## config.mk

```make
export PLATFORM = sky130hd
export DESIGN_NAME = sync_fifo_spram_fwft
export DESIGN_NICKNAME = d
export VERILOG_FILES = /design/src/rtl/sync_fifo_spram_fwft.sv
export SDC_FILE = /design/constraint.sdc
export NUM_CORES = 1
export LEC_CHECK = 0
export CORE_MARGIN = 1
export CORE_UTILIZATION = 60
export CTS_CLUSTER_DIAMETER = 30
export DETAILED_ROUTE_END_ITERATION = 6
export GPL_TIMING_DRIVEN = 0
export PLACE_DENSITY = 0.84
export RECOVER_POWER = 100
export SKIP_LAST_GASP = 1
export SYNTH_ARGS = -nofsm -noshare
export SYNTH_HDL_FRONTEND = slang
export SYNTH_SLANG_ARGS = --single-unit
```

## constraint.sdc

```tcl
create_clock -name clk -period 7.8 [get_ports clk]
set_clock_uncertainty 0.1 [all_clocks]
set_input_delay 1.17 -clock clk [delete_from_list [all_inputs] [get_ports clk]]
set_output_delay 1.17 -clock clk [all_outputs]
set_load 0.01 [all_outputs]
```

## src/rtl/sync_fifo_spram_fwft.sv

```systemverilog
// Single-port RAM bank: one read or one write per cycle, read data registered.
// Latency: read data valid the cycle after an en & ~wen access; writes land at the edge.
// Backpressure: none; the caller guarantees at most one access per cycle.
module sp_ram_model #(
    parameter int WIDTH = 8,
    parameter int WORDS = 8,
    localparam int AW = (WORDS > 1) ? $clog2(WORDS) : 1
) (
    input  logic             clk,
    input  logic             en,
    input  logic             wen,
    input  logic [AW-1:0]    addr,
    input  logic [WIDTH-1:0] wdata,
    output logic [WIDTH-1:0] rdata
);

    logic [WIDTH-1:0] mem [WORDS];

    always_ff @(posedge clk) begin
        if (en) begin
            if (wen) begin
                mem[addr] <= wdata;
            end else begin
                rdata <= mem[addr];
            end
        end
    end

endmodule

// FWFT synchronous FIFO over two interleaved single-port RAM banks.
// Latency: write to empty visible next cycle; pop shows the next entry next cycle.
// Backpressure: registered full drops writes (ovf pulse); pop on empty pulses udf.
module sync_fifo_spram_fwft #(
    parameter int WIDTH     = 8,
    parameter int DEPTH     = 16,
    parameter int AFULL_TH  = DEPTH - 2,
    parameter int AEMPTY_TH = 2,
    localparam int CW = $clog2(DEPTH + 1)
) (
    input  logic             clk,
    input  logic             rst_n,
    input  logic             clr,
    input  logic             wr,
    input  logic [WIDTH-1:0] din,
    input  logic             rd,
    output logic [WIDTH-1:0] dout,
    output logic             dout_vld,
    output logic [CW-1:0]    used_cnt,
    output logic             full,
    output logic             empty,
    output logic             almost_full,
    output logic             almost_empty,
    output logic             ovf,
    output logic             udf
);

    localparam int IW = $clog2(DEPTH);
    localparam int AW = IW - 1;
    localparam logic [IW-1:0] LAST = IW'(DEPTH - 1);

    function automatic logic [IW-1:0] nxt(input logic [IW-1:0] i);
        return (i == LAST) ? '0 : i + IW'(1);
    endfunction

    // Output stage: o0 is the head, o1 the skid slot; oc counts valid slots.
    logic [1:0]       oc;
    logic [WIDTH-1:0] o0, o1;
    logic             infl, infl_bank;

    // RAM side: entries [rp, wp) mod DEPTH, including the one parked in staging.
    logic [IW-1:0]    rp, wp, stg_idx;
    logic             stg_vld;
    logic [WIDTH-1:0] stg_dat;
    logic [CW-1:0]    ram_cnt;

    logic             wr_acc, pop, room, rd_ok, rd_issue, bypass;
    logic             wr_ram, to_stg, direct, drain;
    logic [1:0]       keep;
    logic [1:0]       acc_rd, acc_dir, acc_drn;
    logic [1:0]       ram_en, ram_wen;
    logic [AW-1:0]    ram_addr [2];
    logic [WIDTH-1:0] ram_wdat [2];
    logic [WIDTH-1:0] ram_rdat [2];
    logic [WIDTH-1:0] ld_dat, o0_n, o1_n;
    logic [1:0]       oc_n;
    logic [CW-1:0]    used_n, ram_cnt_n;

    assign dout     = o0;
    assign dout_vld = (oc != 2'd0);

    assign wr_acc   = wr & ~full & ~clr;
    assign pop      = rd & dout_vld & ~clr;
    assign keep     = oc - {1'b0, pop};
    // Prefetch/bypass only while the output stage plus the in-flight read stays within two slots.
    assign room     = ({1'b0, keep} + {2'b0, infl}) <= 3'd1;
    assign rd_ok    = (ram_cnt != '0) & ~(stg_vld & (rp == stg_idx));
    assign rd_issue = ~clr & rd_ok & room;
    assign bypass   = wr_acc & (ram_cnt == '0) & room;
    assign wr_ram   = wr_acc & ~bypass;
    // A write colliding with the prefetch bank parks in staging; staging always drains next cycle,
    // and by then the read has moved to the opposite bank.
    assign to_stg   = wr_ram & rd_issue & (wp[0] == rp[0]);
    assign direct   = wr_ram & ~to_stg;
    assign drain    = stg_vld & ~clr;

    assign acc_rd   = rd_issue ? (2'b01 << rp[0])      : 2'b00;
    assign acc_dir  = direct   ? (2'b01 << wp[0])      : 2'b00;
    assign acc_drn  = drain    ? (2'b01 << stg_idx[0]) : 2'b00;

    always_comb begin
        for (int b = 0; b < 2; b++) begin
            ram_en[b]   = acc_rd[b] | acc_dir[b] | acc_drn[b];
            ram_wen[b]  = ~acc_rd[b];
            ram_addr[b] = acc_rd[b]  ? rp[IW-1:1] :
                          acc_drn[b] ? stg_idx[IW-1:1] : wp[IW-1:1];
            ram_wdat[b] = acc_drn[b] ? stg_dat : din;
        end
    end

    for (genvar b = 0; b < 2; b++) begin : g_bank
        sp_ram_model #(.WIDTH(WIDTH), .WORDS(DEPTH / 2)) u_ram (
            .clk   (clk),
            .en    (ram_en[b]),
            .wen   (ram_wen[b]),
            .addr  (ram_addr[b]),
            .wdata (ram_wdat[b]),
            .rdata (ram_rdat[b])
        );
    end

    assign ld_dat = infl_bank ? ram_rdat[1] : ram_rdat[0];

    // Refill order behind the surviving entries: landing RAM read first, then bypassed write.
    always_comb begin
        o0_n = o0;
        o1_n = o1;
        oc_n = keep;
        if (pop && oc == 2'd2) begin
            o0_n = o1;
        end
        if (infl) begin
            if (oc_n == 2'd0) o0_n = ld_dat;
            else              o1_n = ld_dat;
            oc_n = oc_n + 2'd1;
        end
        if (bypass) begin
            if (oc_n == 2'd0) o0_n = din;
            else              o1_n = din;
            oc_n = oc_n + 2'd1;
        end
    end

    always_comb begin
        used_n = used_cnt;
        if (wr_acc && !pop)      used_n = used_cnt + CW'(1);
        else if (pop && !wr_acc) used_n = used_cnt - CW'(1);
        ram_cnt_n = ram_cnt;
        if (wr_ram && !rd_issue)      ram_cnt_n = ram_cnt + CW'(1);
        else if (rd_issue && !wr_ram) ram_cnt_n = ram_cnt - CW'(1);
    end

    always_ff @(posedge clk or negedge rst_n) begin
        if (!rst_n) begin
            oc <= '0; o0 <= '0; o1 <= '0; infl <= 1'b0; infl_bank <= 1'b0;
            rp <= '0; wp <= '0; stg_idx <= '0; stg_vld <= 1'b0; stg_dat <= '0;
            ram_cnt <= '0; used_cnt <= '0;
            full <= 1'b0; empty <= 1'b1; almost_full <= 1'b0; almost_empty <= 1'b1;
            ovf <= 1'b0; udf <= 1'b0;
        end else if (clr) begin
            oc <= '0; o0 <= '0; o1 <= '0; infl <= 1'b0; infl_bank <= 1'b0;
            rp <= '0; wp <= '0; stg_idx <= '0; stg_vld <= 1'b0; stg_dat <= '0;
            ram_cnt <= '0; used_cnt <= '0;
            full <= 1'b0; empty <= 1'b1; almost_full <= 1'b0; almost_empty <= 1'b1;
            ovf <= 1'b0; udf <= 1'b0;
        end else begin
            oc        <= oc_n;
            o0        <= o0_n;
            o1        <= o1_n;
            infl      <= rd_issue;
            infl_bank <= rp[0];
            if (rd_issue) rp <= nxt(rp);
            if (wr_ram)   wp <= nxt(wp);
            if (to_stg) begin
                stg_vld <= 1'b1;
                stg_idx <= wp;
                stg_dat <= din;
            end else if (drain) begin
                stg_vld <= 1'b0;
            end
            ram_cnt      <= ram_cnt_n;
            used_cnt     <= used_n;
            full         <= (used_n == CW'(DEPTH));
            empty        <= (used_n == '0);
            almost_full  <= (used_n >= CW'(AFULL_TH));
            almost_empty <= (used_n <= CW'(AEMPTY_TH));
            ovf          <= wr & full;
            udf          <= rd & ~dout_vld;
        end
    end

endmodule

```

==> flow_summary.ini <==
[outcome]
status = finished with violations
violations = max-capacitance violations, max-slew violations

[global_routing]
overflow = 0
grt_pass1_wl_um = 40100
grt_util_all_layers_pct = 31.8
antenna_found_initial = 1
grt_max_degree = 33
grt_pass1_vias = 7305

[die]
die_area_um2 = 17000
die_h_um = 130
core.rowCount = 46
die_w_um = 130
core-area_um2 = 15900
start_util_pct = 61.9
io_pins = 33

[synthesis]
avgSynthCellArea_um2 = 12.7
yosysWarningCount = 0
synth_nets = 805
ys.flop_type = edfxtp_1
synth_edf_count = 144
synthDistinctLibCells = 64
seq_area_frac_synth_pct = 58.3
async_flop_share_pct = 28.4
synth.cell_area_um2 = 9870
synthCells = 779
synth_seq_cells = 201

[setup_path]
cp_top_family = simple AND/OR/NAND/NOR gates
regToRegEndpoint = g_bank[0].u_ram.mem[0][1]
critPathLaunchType = input pin
critPathArrivalTime_ps = 6770
worstSetupPathType = input pin to register
crit_fanout = 10
rrSetupSlack_ps = 2480
crit_path_top_delay_cell = nor3_1
crit_chain = dlygate4sd3_1 > clkbuf_1 > nand2b_1 > nor2_1 > ha_1 > xor2_1 > inv_1 > ha_1 > o21a_2 > o21ai_0 > nand2_1 > o41ai_1 > nand2_1 > nor3_1
slowest_delay_ps = 1230
ff2ff_path_depth = 12
worstPathRequired_ps = 7790
path_buf_inv = 3
cp-end-kind = register
r2r_start = oc[1]

[worst_hold_path]
min-delay-path-class = register to register
hold_path_end = ram_cnt[3]
worstHoldStart = ram_cnt[3]
hold_depth = 1

[pwr]
cellLeakagePower_nw = 4.33
p_total_w = 0.00474
ir_worst_vdd_mv = 0.282
power_density_nw_per_um2 = 409

[cts]
clockRootBuffer = clkbuf_16
cts_max_path_buffers = 3
ctsResizeCount = 0
cts.sinks = 201
cts_buffers = 35
cts_tree = done
htreeDepth = 2
clk_latency_ps = 500
hold_buffers = 0
clk_pin_slew_ps = 50
post_cts_buffers = 0

[detailed_routing]
wl_per_cell_um = 23.5
routed_via_density = 6.64
dr.pass1.iters = 6
wl_um = 25600
drtAntennaViolNets = 0
drcViolationCount = 0
drt_iter0_drc = 759
via_count = 7247

[final_layout]
drive_above_1_share_pct = 12.5
area.growth.synth_to_final_pct = 17.4
antenna_cells = 0
post-route-util_pct = 72.6
num-fill-cells = 997
final_net_count = 876

[timing]
max_freq_mhz = 148
fin_setup_tns_ps = 0
slew_headroom_pct = -17.7
finalWorstSetupSlack_ps = 1020
setup_viol = 0
rsz0062_at_grt = no
hold_viol_final = 0
post-route-period-util_pct = 86.9
drv_slew = 42
worst_pin_slew_ps = 1770
period_needed_ps = 6780

[place]
io_buffers = 32
dp_hpwl_um = 16000
gp_congestion = 0.936
dp_slack_ps = 1170

[job]
drv_cap = 2
-- layout by cell type (no fill, tap or decap), types with 10 or more instances in the layout --
master / count
clkbuf_1: 50
nor3_1: 11
o21ai_0: 50
a21oi_1: 22
mux2_2: 17
clkdlybuf4s50_1: 10
ha_1: 12
inv_1: 13
mux2i_1: 43
nor2_1: 55
dfrtp_1: 55
edfxtp_1: 144
dlygate4sd3_1: 21
o211ai_1: 67
nand2_1: 33
clkbuf_16: 37
nand3_1: 41
mux2_1: 44
nor2b_1: 14
-- metal layers --
metal	track usage, %	part of all wire [%]
met5	0	0.047
met4	16.7	4.4
met3	8.45	10
met2	52.9	49
met1	38.1	36
-- through the flow --
stage	instance area, um^2	hold WS (ps)	cells
5_1_grt	11600	470	1091
2_1_floorplan	9870	397	779
3_5_place_dp	10500	439	1028
6_report	11600	451	1091
4_1_cts	11600	450	1090
3_3_place_gp	10500	423	1027
-- cell families after synthesis --
family,Yosys count,share of synthesized area [%]
mux,120,14.4
fa+ha+maj,13,1.72
buf+inv,68,3.11
simple gates,183,8.99
flops,201,58.3
xor+xnor,15,1.33
compound gates,179,12.2
-- worst max path at each step --
stage	start	endpoint	slack, ps	cells after the start
after floorplan	clr	ram_cnt[4]	2740	17
after global placement	clr	g_bank[0].u_ram.mem[4][4]	1300	15
after detailed placement	clr	g_bank[0].u_ram.mem[0][0]	1170	15
after CTS	clr	g_bank[0].u_ram.mem[0][1]	1350	15
after global routing	clr	g_bank[0].u_ram.mem[0][1]	650	15
final	clr	g_bank[0].u_ram.mem[0][1]	1020	14
-- cell type report --
type                    instances  area, um^2  area share, %
inverters                      15        56.3          0.486
flip-flops and latches        201        5750           49.7
multi-input cells             510        3790           32.8
plain buffers                  53         241           2.09
repair buffers                 34         322           2.78
clock buffers                  44         972           8.39
well taps                     216         270           2.33
clock inverters                18         173           1.49
-- state kept, by name, indices dropped and copies added, names as in the netlist, 4 cells and up --
register / flops
stg_idx: 4
wp: 4
stg_dat: 8
o1: 8
rp: 4
g_bank.u_ram.mem: 128
ram_cnt: 5
g_bank.u_ram.rdata: 16
used_cnt: 5
dout: 8
-- power breakdown --
group	internal (W)	total [W]	switching, W
Combinational	0.000665	0.00184	0.00118
Sequential	0.00134	0.00142	0.0000899
Clock	0.000953	0.00147	0.000521
Total	0.00295	0.00474	0.00179
-- worst reg2reg max path, cell delays in order (launching register included) --
cell and delay [ps]:
dfrtp_1 370, nor2_1 80, nor2_1 300, ha_1 240
xor2_1 400, inv_1 160, ha_1 240, o21a_2 140
o21ai_0 490, nand2_1 460, o41ai_1 500, nand2_1 220
nor3_1 1230
-- cells in the mapped netlist, drive strengths merged, types with 2 or more instances --
| master | n | share of area [%] |
|---|---|---|
| xnor2 | 7 | 0.62 |
| nand4 | 3 | 0.19 |
| o41ai | 2 | 0.18 |
| mux2 | 69 | 8.2 |
| a22o | 2 | 0.18 |
| nand2b | 7 | 0.44 |
| mux2i | 43 | 4.4 |
| and2 | 2 | 0.13 |
| a21oi | 24 | 1.4 |
| or2 | 2 | 0.13 |
| o21a | 4 | 0.32 |
| nor2b | 14 | 0.89 |
| a21o | 3 | 0.23 |
| o211ai | 67 | 5.1 |
| clkbuf | 36 | 1.4 |
| and3 | 3 | 0.19 |
| xor2 | 8 | 0.71 |
| o22ai | 4 | 0.32 |
| nor3 | 11 | 0.56 |
| buf | 17 | 1.2 |
| o31ai | 2 | 0.15 |
| edfxtp | 144 | 44 |
| nor3b | 2 | 0.20 |
| a21boi | 2 | 0.15 |
| dfstp | 2 | 0.53 |
| dfrtp | 55 | 14 |
| nand3b | 3 | 0.23 |
| ha | 12 | 1.5 |
| nand2 | 33 | 1.3 |
| mux4 | 8 | 1.8 |
| o21ai | 52 | 2.7 |
| or3 | 3 | 0.19 |
| a31o | 2 | 0.18 |
| nand3 | 41 | 2.1 |
| nor2 | 55 | 2.1 |
| inv | 14 | 0.53 |
| a211oi | 8 | 0.61 |
(Power assumes the default switching activity.)
